File: src/rtl/cpu_run_controller.sv
// Run controller for a pipelined CPU: streams a program into instruction memory, runs it
// under a cycle budget, then captures one register. Halt detection is enabled by CPU_RUN_HALT_DETECT_EN.
module cpu_run_controller #(
  parameter int DATA_W      = 32,
  parameter int IADDR_W     = 8,
  parameter int RADDR_W     = 6,
  parameter int CYC_W       = 16,
  parameter int HALT_REPEAT = 4
) (
  input  logic               clk,
  input  logic               reset,
  input  logic               ld_valid,
  input  logic [DATA_W-1:0]  ld_data,
  input  logic               ld_last,
  output logic               ld_ready,
  input  logic               start,
  input  logic [CYC_W-1:0]   cycle_limit,
  input  logic [RADDR_W-1:0] result_reg,
  output logic               imem_we,
  output logic [IADDR_W-1:0] imem_addr,
  output logic [DATA_W-1:0]  imem_wdata,
  output logic               cpu_reset,
  input  logic [DATA_W-1:0]  cpu_pc,
  output logic [RADDR_W-1:0] rf_raddr,
  input  logic [DATA_W-1:0]  rf_rdata,
  output logic               busy,
  output logic               done,
  output logic               timeout,
  output logic               halted,
  output logic [DATA_W-1:0]  result,
  output logic [CYC_W-1:0]   cycles
);

  typedef enum logic [2:0] {IDLE, LOAD, RUN, READ, DONE} state_t;

  state_t             state;
  logic [IADDR_W-1:0] ptr;
  logic [CYC_W-1:0]   limit_q;
  logic [RADDR_W-1:0] rsel_q;
  logic               accept;
  logic               load_end;
  logic               budget_hit;
  logic               halt_hit;

  // Reset gates the handshake so no memory write can slip through while reset is held.
  assign ld_ready   = !reset && (state inside {IDLE, LOAD, DONE});
  assign accept     = ld_valid && ld_ready;
  assign load_end   = ld_last || (&ptr);
  assign imem_we    = accept;
  assign imem_addr  = ptr;
  assign imem_wdata = ld_data;

  assign cpu_reset = !(state inside {RUN, READ});
  assign busy      = state inside {LOAD, RUN, READ};
  assign done      = (state == DONE);
  assign rf_raddr  = (state == READ) ? rsel_q : '0;

  // Compared against the pre-increment count, so a limit of 0 wraps to all-ones and
  // fires after 2^CYC_W cycles, exactly where the saturating counter tops out.
  assign budget_hit = (cycles == limit_q - CYC_W'(1));

`ifdef CPU_RUN_HALT_DETECT_EN
  localparam int HCNT_W = $clog2(HALT_REPEAT + 1);

  logic [DATA_W-1:0] prev_pc;
  logic              prev_valid;
  logic [HCNT_W-1:0] halt_cnt;

  assign halt_hit = prev_valid && (cpu_pc == prev_pc) &&
                    (halt_cnt == HCNT_W'(HALT_REPEAT - 1));

  // Held clear outside RUN, so every run starts with an empty history.
  always_ff @(posedge clk) begin
    if (reset || state != RUN) begin
      prev_pc    <= '0;
      prev_valid <= 1'b0;
      halt_cnt   <= '0;
    end else begin
      prev_pc    <= cpu_pc;
      prev_valid <= 1'b1;
      if (prev_valid && cpu_pc == prev_pc) halt_cnt <= halt_cnt + HCNT_W'(1);
      else                                 halt_cnt <= '0;
    end
  end
`else
  logic unused_halt_inputs;
  assign unused_halt_inputs = (^cpu_pc) ^ HALT_REPEAT[0];
  assign halt_hit = 1'b0;
`endif

  always_ff @(posedge clk) begin
    if (reset) begin
      state   <= IDLE;
      ptr     <= '0;
      limit_q <= '0;
      rsel_q  <= '0;
      timeout <= 1'b0;
      halted  <= 1'b0;
      result  <= '0;
      cycles  <= '0;
    end else begin
      // NOTE: non-blocking assignments throughout, so every branch reads pre-edge values.
      if (accept) ptr <= load_end ? '0 : ptr + IADDR_W'(1);

      case (state)
        IDLE, DONE: begin
          if (accept) begin
            state   <= load_end ? IDLE : LOAD;
            timeout <= 1'b0;
            halted  <= 1'b0;
          end else if (start) begin
            state   <= RUN;
            limit_q <= cycle_limit;
            rsel_q  <= result_reg;
            cycles  <= '0;
            timeout <= 1'b0;
            halted  <= 1'b0;
          end
        end
        LOAD: begin
          if (accept && load_end) state <= IDLE;
        end
        RUN: begin
          if (cycles != '1) cycles <= cycles + CYC_W'(1);
          if (halt_hit) begin
            halted <= 1'b1;
            state  <= READ;
          end else if (budget_hit) begin
            timeout <= 1'b1;
            state   <= READ;
          end
        end
        READ: begin
          result <= rf_rdata;
          state  <= DONE;
        end
        default: state <= IDLE;
      endcase
    end
  end

endmodule

File: config.mk
export PLATFORM = sky130hd
export DESIGN_NAME = cpu_run_controller
export DESIGN_NICKNAME = d
export VERILOG_FILES = /design/src/rtl/cpu_run_controller.sv
export SDC_FILE = /design/constraint.sdc
export NUM_CORES = 1
export LEC_CHECK = 0
export CAP_MARGIN = 25
export CORE_MARGIN = 2
export CORE_UTILIZATION = 35
export DETAILED_ROUTE_END_ITERATION = 10
export PLACE_DENSITY_LB_ADDON = 0.25
export SETUP_SLACK_MARGIN = 0.2
export SYNTH_ARGS = -nofsm -noshare
export SYNTH_HDL_FRONTEND = slang
export SYNTH_SLANG_ARGS = --single-unit
File: constraint.sdc
create_clock -name clk -period 2.3 [get_ports clk]
set_input_delay 0.46 -clock clk [delete_from_list [all_inputs] [get_ports clk]]
set_output_delay 0.46 -clock clk [all_outputs]
set_load 0.02 [all_outputs]
Yosys cells after proc, flatten, opt, wreduce, memory -nomap -nowiden
Cells that the tools add are included.
{ "op_classes": {"n_addsub": 3, "multipliers": 0, "div_mod_pow": 0, "order_cmp": 0, "n_eq_ne": 12, "shifts": 0, "mux": 16, "n_bitwise": 1, "reduce_logical": 19} }
{ "op_table": {"columns": ["cell", "count"], "rows": [
  ["$mux W16", 3],
  ["$pmux W16 S2", 1],
  ["$add A16 B1 Y16 const B", 1],
  ["$eq A16 B16 Y1", 1],
  ["$ne A16 B16 Y1 const B", 1],
  ["$sub A16 B1 Y16 const B", 1],
  ["$mux W3", 4],
  ["$pmux W3 S4", 1],
  ["$reduce_and A3 Y1", 3],
  ["$add A8 B1 Y8 const B", 1],
  ["$mux W8", 1],
  ["$reduce_and A8 Y1", 1],
  ["$eq A3 B2 Y1 const B", 2],
  ["$mux W6", 1],
  ["$ne A2 B2 Y1 const B", 3],
  ["$reduce_bool A2 Y1", 3],
  ["$reduce_bool A3 Y1", 2],
  ["$mux W1", 4],
  ["$ne A2 B1 Y1 const B", 2],
  ["$reduce_and A4 Y1", 1],
  ["$eq A3 B1 Y1 const B", 1],
  ["$eq A3 B3 Y1 const B", 1],
  ["$logic_and A1 B1 Y1", 3],
  ["$logic_not A3 Y1", 1],
  ["7 further kinds", 8]
]} }
{ "totals": {"register_bits": 83, "latchBits": 0, "ramBits": 0, "romBits": 0, "wordCells": 59, "mem_count": 0} }

Logic depth before layout (Yosys ltp)
{ "logic_depth": {"ltp_word": 7, "ltp_mapped": 11, "depth_no_buf": 8} }

Worst setup path after synthesis
OpenSTA, ideal clock, no wires.
{ "synth_timing": {"path_kind": "register to register", "from": "register limit_q[0]", "to": "register state[0]", "arrival_time_ns": 2.355, "slack_ns": -0.142, "path_stages_with_launch": 11, "cell_sequence": "dfxtp_1 -> buf_2 -> inv_1 -> ha_1 -> clkbuf_1 -> or3b_1 -> clkbuf_1 -> or4_4 -> a221oi_2 -> nand4_2 -> a221oi_2"} }
{ "synth_between": {"elab_chain_cells": 4} }
{ "synth_rtl": {"columns": ["item", "line", "source"], "rows": [
  ["from (decl)", "38", "logic [CYC_W-1:0] limit_q;"],
  ["from (signal assigned)", "113", "limit_q <= cycle_limit;"],
  ["$sub A16 B1 Y16", "60", "assign budget_hit = (cycles == limit_q - CYC_W'(1));"],
  ["$eq A16 B16 Y1", "60", null],
  ["$ne A2 B2 Y1 (no source line)", null, null],
  ["$reduce_and A3 Y1 (no source line)", null, null],
  ["to (signal assigned)", "108", "state <= load_end ? IDLE : LOAD;"],
  ["to (decl)", "36", "state_t state;"]
]} }
No other way between the ends.
A chain may end at the register's enable or synchronous reset.

Worst setup path in the final report
{ "layout_timing": {"from": "register limit_q[6]", "to": "register state[0]"} }
The elaborated chain is that of the path after synthesis.

==> impl_metrics.toml <==
[cells_and_area]
fillCellCount = 1183
largest_register_ffs = 32
synthToLayoutAreaGrowth_pct = 41.3
utilization = 0.500
antenna_cells = 0
final_cell_count_no_fill = 809
drive_gt1_frac = 0.145
nets = 783

[logic_synthesis]
yosysUniqueCellTypes = 55
synth.most_common_cell = "nand2_1"
yosys-top-cells-area = "dfxtp_1 39%, nand2_1 11%, a21oi_1 8.5%"
synth_edf_count = 0
synth_top_area_frac = 0.391
ys_ff_latch = 82
async_flop_share = 0
synthesis.area_sq_um = 4200
synth_flop_cell = "dfxtp_1"
yosys_warnings = 0
synth_area_leader_cell = "dfxtp_1"
ys_top_cells_by_count = "124 x nand2_1, 82 x dfxtp_1, 71 x a21oi_1"
yosysSeqAreaShare = 0.391
synth_cells = 547
syn-num-nets = 673
avgSynthCellArea_sq_um = 7.68

[cts]
cts_tree = "built"
cts-root-buf = "clkbuf_16"
h-tree-depth = 3
path_clk_slew_ps = 60
numCtsBuffers = 9
cts_sinks = 82
ctsHoldBuffers = 0
clock_latency_ps = 340
clock_path_buffers = 2

[sta]
finClkSkew_ps = 5.47
timing.final.ws_setup_ps = 91.8
drv_slew = 0
max_freq_ghz = 0.453
rsz0062_at_grt = "yes"
tightest_slew_ps = 684
setup_viol = 0
slew_headroom = 0.544
period_needed_ps = 2210
finalHoldViolCount = 0
period_share = 0.960
whs_ps = 452

[power_and_ir_drop]
switching_power_mw = 0.996
clock_power_share = 0.382
swShare = 0.276
seq_power_share = 0.415
pwr-share-comb = 0.204
p_int_mw = 2.62
power_density_nw_per_um2 = 609
ir_drop_mv = 0.542
p_leak_nw = 2.21
totalPowerFinal_mw = 3.61

[critical_path]
cp_cell_sequence = "or4_4, or4_4, a221oi_4, nand4_2, a221oi_2"
cp_max_fo = 5
r2r_slack_ps = 90
cpMostUsedCell = "or4_4"
worst_r2r_path_depth = 5
critPathLaunchType = "flip-flop"
max_stage_delay_ps = 600
cp_slowest_cell = "or4_4"
critPathArrivalTime_ps = 2460
endpoint_kind = "flip-flop"
regToRegEndpoint = "state[0]"
crit_family = "simple AND/OR/NAND/NOR gates"
path_buf_inv = 0
worstPathRequired_ps = 2550
reg2reg_from = "limit_q[6]"
worstSetupPathType = "flip-flop to flip-flop"

[place]
dpl.cell_count = 789
hpwl_um = 8700
gp_congestion = 0.905
numPortBuffers = 126
post-place-ws_ps = -65.8

[routing]
antenna_left = 0
drc = 0
routed_via_density = 5.17
drt_iter0_markers = 243
wl_per_cell_um = 15.0
routed_wl_um = 12100
firstDrtPassIters = 5
num_vias = 4186

[flow_run]
maxCapViolations = 0

[die]
dieArea_sq_um = 12900
io_pins = 224
die_h_um = 114
die_x_um = 114
core_sq_um = 11900
rows = 40
initial_utilization = 0.354

[min_path]
holdPathStages = 2
min_from = "result[15]"
hp-class = "flip-flop to flip-flop"
hold_path_end = "result[15]"

[global_routing]
antenna_found_initial = 0
grt_pass1_vias = 3974
grt_start_max_net_pins = 65
grt_pass1_wl_um = 19400
overflow = 0
track_usage = 0.188

[outcome]
outcome = "finished, final reports clean"
[what timing repair did]
action                     4_1_cts  5_1_grt
cloned                           0        1
setup endpoints to repair       13       15
pin swaps                        6        3
gates resized for setup         26       27
buffers inserted                 1        2
[worst reg2reg max path, delay by kind of cell, from the launching register on]
family	cells	cell delay, ps
AOI/OAI and AO/OA	2	520
DFF	1	310
and+or+nand+nor	3	1300
[cell families (layout without fill, tap and decap cells)]
family	Yosys count	count (layout)	share of synthesized area
simple gates	242	243	0.278
compound gates	110	110	0.156
flops	82	82	0.391
buf+inv	81	195	0.107
xor+xnor	28	28	0.0584
fa+ha+maj	3	3	0.00894
other cells	1	1	0.000893
[final cells by class]
cell class / instances / area [sq um] / area share
clock buffer: 11 / 253 / 0.0426
timing repair buffer: 166 / 1530 / 0.258
multi-input combinational: 385 / 2220 / 0.375
inverter: 13 / 48.8 / 0.00823
sequential: 82 / 1660 / 0.279
clock inverter: 5 / 37.5 / 0.00633
tap: 147 / 184 / 0.0310
[layout by cell type (no fill, tap or decap), types with 6 or more instances in the layout]
cell / instances
and3_1: 11
a21oi_1: 70
xnor2_1: 7
clkbuf_2: 6
dfxtp_1: 77
nand2_1: 124
inv_1: 10
nor2_1: 29
nand4_1: 9
nand3_1: 12
xor2_1: 21
clkdlybuf4s50_1: 114
clkbuf_16: 9
o21ai_0: 11
or3_1: 11
buf_4: 38
[worst max-delay path by stage]
| stage | startpoint | slack (ps) | cells after the start | endpoint |
|---|---|---|---|---|
| final | limit_q[6] | 90 | 5 | state[0] |
| after global routing | limit_q[6] | 20 | 7 | state[0] |
| after CTS | limit_q[8] | 120 | 7 | state[0] |
| after floorplan | limit_q[0] | -9 | 10 | state[0] |
| after detailed placement | limit_q[0] | -70 | 6 | state[0] |
| after global placement | limit_q[0] | -50 | 6 | state[0] |
[through the flow]
stage          instance area, sq um  setup TNS, ps
6_report                       5930              0
5_1_grt                        5930              0
4_1_cts                        5870              0
3_5_place_dp                   5520          -74.4
3_3_place_gp                   5520          -47.9
2_1_floorplan                  4220          -8.92
[layer usage]
metal	global-route usage	vias to the layer above	wire length (um)
li1	-	2062	-
met1	0.223	1953	5030
met2	0.305	155	5720
met3	0.0871	16	1190
met4	0.0602	0	197
met5	0	-	0
[power by group through the flow]
stage,clock network (mW),logic [mW],registers [mW]
6_report,1.38,0.736,1.50
4_1_cts,1.43,0.707,1.50
3_3_place_gp,0,0.654,1.53
2_1_floorplan,0,0.455,1.53
5_1_grt,1.48,0.799,1.51
3_5_place_dp,0,0.660,1.53
No activity file was read; power rests on OpenSTA's default activity.
